**src/rtl/chan_grant_pkg.sv**
```systemverilog
// Shared types and helpers for the channel grant controller.
package chan_grant_pkg;

    localparam int MAX_CH = 32;

    typedef enum logic [1:0] {
        MODE_RR    = 2'd0,
        MODE_PRIO  = 2'd1,
        MODE_BCAST = 2'd2,
        MODE_RSVD  = 2'd3
    } mode_e;

    typedef enum logic {
        ST_IDLE  = 1'b0,
        ST_GRANT = 1'b1
    } state_e;

    // Index of the lowest set bit; returns 0 for an all-zero vector.
    function automatic logic [4:0] lowest_set_idx(input logic [MAX_CH-1:0] vec);
        logic [4:0] idx;
        idx = '0;
        for (int i = MAX_CH - 1; i >= 0; i--) begin
            if (vec[i]) idx = 5'(i);
        end
        return idx;
    endfunction

endpackage

```
**src/rtl/chan_grant_ctrl_rr_pick.sv**
```systemverilog
// Round-robin picker: first eligible channel at or after ptr, wrapping.
// The eligibility vector is doubled so a plain right shift acts as a rotate,
// then a priority encode of the rotated vector gives the offset from ptr.
module rr_pick
    import chan_grant_pkg::*;
#(
    parameter  int N_CH  = 5,
    localparam int IDX_W = $clog2(N_CH)
) (
    input  logic [N_CH-1:0]  elig,
    input  logic [IDX_W-1:0] ptr,
    output logic [N_CH-1:0]  onehot,
    output logic [IDX_W-1:0] idx
);

    logic [N_CH-1:0]  rot;
    logic [IDX_W-1:0] off;
    logic [IDX_W:0]   sum;

    // Rotate, priority-encode, then map the offset back to an absolute index.
    always_comb begin
        rot = N_CH'({elig, elig} >> ptr);
        off = IDX_W'(lowest_set_idx(MAX_CH'(rot)));
        sum = {1'b0, ptr} + {1'b0, off};
        if (sum >= (IDX_W + 1)'(N_CH)) begin
            sum = sum - (IDX_W + 1)'(N_CH);
        end
        idx    = IDX_W'(sum);
        onehot = N_CH'(1) << idx;
    end

endmodule

```
**src/rtl/chan_grant_ctrl.sv**
```systemverilog
// Registered request/grant controller with valid/ready hold and stall timeout.
//
//  state    | meaning
//  ---------+-----------------------------------------------------------
//  ST_IDLE  | no grant outstanding; eligible requests sampled each cycle
//  ST_GRANT | grant latched and valid; waiting for ready, abort or timeout
module chan_grant_ctrl
    import chan_grant_pkg::*;
#(
    parameter  int N_CH   = 5,
    parameter  int HOLD_W = 4,
    localparam int IDX_W  = $clog2(N_CH)
) (
    input  logic              clk,
    input  logic              rst_n,
    input  logic              en_i,
    input  logic [1:0]        mode_i,
    input  logic [N_CH-1:0]   req_i,
    input  logic [N_CH-1:0]   mask_i,
    input  logic              ready_i,
    output logic [N_CH-1:0]   grant_o,
    output logic              valid_o,
    output logic [IDX_W-1:0]  sel_idx_o,
    output logic              busy_o,
    output logic              timeout_o
);

    // Counter value seen on the last stalled cycle before the timeout fires.
    localparam logic [HOLD_W-1:0] HOLD_LAST = HOLD_W'((2 ** HOLD_W) - 2);
    localparam logic [IDX_W-1:0]  IDX_MAX   = IDX_W'(N_CH - 1);

    state_e            state_q,   state_d;
    mode_e             mode_q,    mode_d;
    logic [N_CH-1:0]   grant_q,   grant_d;
    logic [IDX_W-1:0]  sel_q,     sel_d;
    logic [IDX_W-1:0]  ptr_q,     ptr_d;
    logic [HOLD_W-1:0] hold_q,    hold_d;
    logic              timeout_q, timeout_d;

    logic [N_CH-1:0]   elig;
    logic [IDX_W-1:0]  low_idx;
    logic [N_CH-1:0]   rr_onehot;
    logic [IDX_W-1:0]  rr_idx;
    logic [IDX_W-1:0]  ptr_next;

    assign elig    = req_i & ~mask_i & {N_CH{en_i}};
    assign low_idx = IDX_W'(lowest_set_idx(MAX_CH'(elig)));
    assign ptr_next = (sel_q == IDX_MAX) ? '0 : sel_q + IDX_W'(1);

    rr_pick #(.N_CH(N_CH)) u_rr_pick (
        .elig   (elig),
        .ptr    (ptr_q),
        .onehot (rr_onehot),
        .idx    (rr_idx)
    );

    // State and output registers; reset drops the grant without waiting for a clock.
    always_ff @(posedge clk or negedge rst_n) begin
        if (!rst_n) begin
            state_q   <= ST_IDLE;
            mode_q    <= MODE_RR;
            grant_q   <= '0;
            sel_q     <= '0;
            ptr_q     <= '0;
            hold_q    <= '0;
            timeout_q <= 1'b0;
        end else begin
            state_q   <= state_d;
            mode_q    <= mode_d;
            grant_q   <= grant_d;
            sel_q     <= sel_d;
            ptr_q     <= ptr_d;
            hold_q    <= hold_d;
            timeout_q <= timeout_d;
        end
    end

    // Next-state: select on entry, then resolve abort > ready > timeout > stall.
    always_comb begin
        state_d   = state_q;
        mode_d    = mode_q;
        grant_d   = grant_q;
        sel_d     = sel_q;
        ptr_d     = ptr_q;
        hold_d    = hold_q;
        timeout_d = 1'b0;
        case (state_q)
            ST_IDLE: begin
                if (elig != '0) begin
                    state_d = ST_GRANT;
                    mode_d  = mode_e'(mode_i);
                    hold_d  = '0;
                    case (mode_e'(mode_i))
                        MODE_RR: begin
                            grant_d = rr_onehot;
                            sel_d   = rr_idx;
                        end
                        MODE_BCAST: begin
                            grant_d = elig;
                            sel_d   = low_idx;
                        end
                        default: begin
                            grant_d = N_CH'(1) << low_idx;
                            sel_d   = low_idx;
                        end
                    endcase
                end
            end
            ST_GRANT: begin
                if (!en_i) begin
                    state_d = ST_IDLE;
                    grant_d = '0;
                    sel_d   = '0;
                end else if (ready_i || hold_q == HOLD_LAST) begin
                    // Completion and timeout both release the grant and advance the pointer.
                    state_d   = ST_IDLE;
                    grant_d   = '0;
                    sel_d     = '0;
                    timeout_d = !ready_i;
                    if (mode_q == MODE_RR) begin
                        ptr_d = ptr_next;
                    end
                end else begin
                    hold_d = hold_q + HOLD_W'(1);
                end
            end
            default: begin
                state_d = ST_IDLE;
                grant_d = '0;
                sel_d   = '0;
            end
        endcase
    end

    assign grant_o   = grant_q;
    assign valid_o   = (state_q == ST_GRANT);
    assign busy_o    = (state_q != ST_IDLE);
    assign sel_idx_o = sel_q;
    assign timeout_o = timeout_q;

endmodule

```
**config.mk**
```make
export PLATFORM = sky130hd
export DESIGN_NAME = chan_grant_ctrl
export DESIGN_NICKNAME = d
export VERILOG_FILES = /design/src/rtl/chan_grant_pkg.sv /design/src/rtl/chan_grant_ctrl_rr_pick.sv /design/src/rtl/chan_grant_ctrl.sv
export SDC_FILE = /design/constraint.sdc
export NUM_CORES = 1
export LEC_CHECK = 0
export CORE_ASPECT_RATIO = 0.8
export CORE_MARGIN = 5
export CORE_UTILIZATION = 41
export DETAILED_ROUTE_END_ITERATION = 8
export HOLD_SLACK_MARGIN = 0.15
export MAX_ROUTING_LAYER = met4
export PLACE_DENSITY = 0.68
export SLEW_MARGIN = 5
export SYNTH_ARGS = -nofsm -noshare
export SYNTH_HDL_FRONTEND = slang
export SYNTH_SLANG_ARGS = --single-unit
```
**constraint.sdc**
```tcl
create_clock -name clk -period 4.87 [get_ports clk]
set_input_delay 0.7305 -clock clk [delete_from_list [all_inputs] [get_ports clk]]
set_output_delay 0.7305 -clock clk [all_outputs]
set_load 0.01 [all_outputs]
```
==> flow_summary.json <==
{
  "status": "completed",
  "wl_met1_um": 1750,
  "period_share_pct": 94.3,
  "die_w_um": 78.4,
  "yosys_warnings": 0,
  "intPower_w": 0.000486,
  "layout.nets": 223,
  "synth_cell_types": 55,
  "async_flop_share_pct": 100,
  "drc": 0,
  "p_leak_nw": 0.780,
  "grt_pass1_wl_um": 6450,
  "grt_max_degree": 20,
  "setup_ws_ns": 0.279,
  "start_util_pct": 43.6,
  "synth_area_leaders": "dfrtp_1, ha_1, nand2_1",
  "die_y_um": 64.7,
  "power_switching_w": 0.000373,
  "wl_met3_um": 185,
  "hold_buffers": 0,
  "seq_power_share_pct": 30.1,
  "start_kind": "input pin",
  "grt_setup_unrepaired": "no",
  "clk-insertion-delay-late_ns": 0.25,
  "routed.top_layer": "met4",
  "hold_viol": 0,
  "critical_path_class": "in -> reg",
  "timing.reg2reg.worst_path_depth": 15,
  "maxCapViolations": 0,
  "cts_setup_buffers": 0,
  "synth_cells": 172,
  "antenna_found_initial": 0,
  "viasPerCell": 5.74,
  "wl_um": 3640,
  "power_density_nw_per_um2": 465,
  "relSlewSlack_pct": 42.0,
  "htree_levels": 1,
  "met2_length_um": 1690,
  "fill_cells": 327,
  "finalSetupTns_ns": 0,
  "gr-total-overflow": 0,
  "ys_ff_latch": 19,
  "combPwrFrac_pct": 57.2,
  "multi_input_area_um2": 972,
  "min_period_ns": 4.59,
  "critical_path_required_ns": 5.03,
  "dpl.cell_count": 234,
  "ir_drop_mv": 0.219,
  "cts.sink_count": 19,
  "whs_ns": 0.517,
  "cts_root_buf": "clkbuf_8",
  "post-place-ws_ns": 0.0110,
  "endpoint_kind": "flip-flop",
  "path_clk_slew_ns": 0.07,
  "instances_no_fill": 238,
  "yosys.area.top_type": "dfrtp_1",
  "clock_path_buffers": 2,
  "place_congestion": 0.862,
  "cts_resized": 0,
  "synth_top_area_share_pct": 31.0,
  "grt_usage_pct": 16.4,
  "hp-class": "reg -> reg",
  "synth_most_common_cell": "nand2_1",
  "slew_violations": 0,
  "grt_pass1_vias": 1391,
  "synth_edf_count": 0,
  "drive_above_1_share_pct": 7.65,
  "crit_fanout": 5,
  "area_growth_syn_to_layout_pct": 20.3,
  "worst_pin_slew_ns": 0.867,
  "dieArea_um2": 5080,
  "post_drt_wl_per_cell_um": 15.3,
  "synthTopCellsByCount": "nand2_1, dfrtp_1, ha_1, inv_1, o21ai_1",
  "netlist_area_um2": 1540,
  "hold_path_depth": 2,
  "clkPwrFrac_pct": 12.7,
  "dr.pass1.iters": 4,
  "ys_seq_area_share_pct": 31.0,
  "avgSynthCellArea_um2": 8.93,
  "synth_nets": 198,
  "crit_arrival_ns": 4.76,
  "routed-via-count": 1366,
  "regArea_um2": 475,
  "cts_tree": "done",
  "row_count": 19,
  "synth_flop_cell": "dfrtp_1",
  "skew_ns": 0.00253,
  "postRouteAntennaNets": 0,
  "cts_made_buffers": 3,
  "antennaDiodeCount": 0,
  "swShare_pct": 43.4,
  "setup_violations": 0,
  "core_area_um2": 3520,
  "pin_count": 27,
  "drt_iter0_drc": 56,
  "portBuffers": 26,
  "fmax_ghz": 0.218,
  "dp_hpwl_um": 2990
}
logic make-up after synthesis:
logic type	after synthesis	share of synthesized area [%]
AO/OA/AOI/OAI	48	23.8
XOR/XNOR	4	2.28
adder cells (fa/ha/maj)	10	8.64
buffers and inverters	16	5.70
flip-flops	19	31.0
multiplexers	7	5.62
AND/OR/NAND/NOR	68	23.0
area by class of cell:
class / instances / area share, %
Multi-Input combinational cell: 137 / 52.6
Sequential cell: 19 / 25.7
Timing Repair Buffer: 27 / 14.5
Tap cell: 42 / 2.85
Clock buffer: 4 / 2.44
Inverter: 9 / 1.83
through the flow:
stage               area (um2)  util, %  total power, W
CTS                       1850     52.5        0.000867
global route              1850     52.5        0.000943
detailed placement        1800     51.2        0.000754
global placement          1800     51.2        0.000732
finish                    1850     52.5        0.000859
floorplan                 1540        -        0.000611
final timing paths:
path                            slack, ns         end  startpoint
worst max register to register       0.67  grant_o[4]    ptr_q[0]
worst max-delay path                 0.28  grant_o[3]    req_i[4]
min in group asynchronous            0.97      busy_o       rst_n
worst min-delay path                 0.52  grant_o[3]  grant_o[3]
worst min register to register       0.52  grant_o[3]  grant_o[3]
max in group asynchronous            3.37   mode_q[1]       rst_n
power by group through the flow:
stage	Sequential [W]	Clock (W)	Combinational (W)
after global routing	0.000267	0.000122	0.000554
final	0.000258	0.000109	0.000492
after global placement	0.000259	0	0.000473
after floorplan	0.000233	0	0.000378
after detailed placement	0.000260	0	0.000494
after CTS	0.000258	0.000114	0.000495
flip-flops by register name, summed over array words and instances (netlist names):
name / flops
busy_o: 1
grant_o: 5
hold_q: 4
mode_q: 2
ptr_q: 3
sel_idx_o: 3
timeout_o: 1
worst max-delay path, cell delays in order:
cell and delay, ns:
clkdlybuf4s50_1 0.46, nor2b_2 0.28, a22o_1 0.20, o21a_1 0.13, a21boi_1 0.30, a22oi_1 0.14
o32ai_1 0.24, ha_1 0.23, fa_1 0.45, inv_1 0.10, ha_1 0.22, nand2b_1 0.09
a221oi_2 0.31, mux2_1 0.37, o31ai_1 0.10, nand3_1 0.17, o221ai_1 0.22
per-layer routing:
layer,global-route usage [%],vias to the layer above
met5,-,-
met4,3.28,0
met3,3.46,3
met2,26.7,38
met1,21.4,655
li1,-,670
cells in the final DEF, fill, tap and decap left out, types with 2 or more instances in the layout:
cell type | netlist | routed
ha_1 | 9 | 9
nor3_1 | 2 | 2
dfrtp_1 | 19 | 19
nand3_1 | 6 | 6
xor2_1 | 3 | 3
nor3b_1 | 3 | 3
and2_1 | 3 | 3
inv_1 | 9 | 9
o221ai_1 | 3 | 3
nor2b_1 | 7 | 7
clkdlybuf4s50_1 | 0 | 26
a22oi_1 | 2 | 2
a21o_1 | 3 | 3
nand2_1 | 25 | 25
clkbuf_8 | 0 | 3
o21ai_1 | 9 | 9
o31ai_1 | 2 | 2
nor2_1 | 7 | 7
a211oi_1 | 2 | 2
mux2i_1 | 3 | 3
a21oi_1 | 6 | 6
nand2b_1 | 6 | 6
o21ai_0 | 3 | 3
a31oi_1 | 3 | 3
mux2_1 | 3 | 3
(Power assumes the default switching activity.)
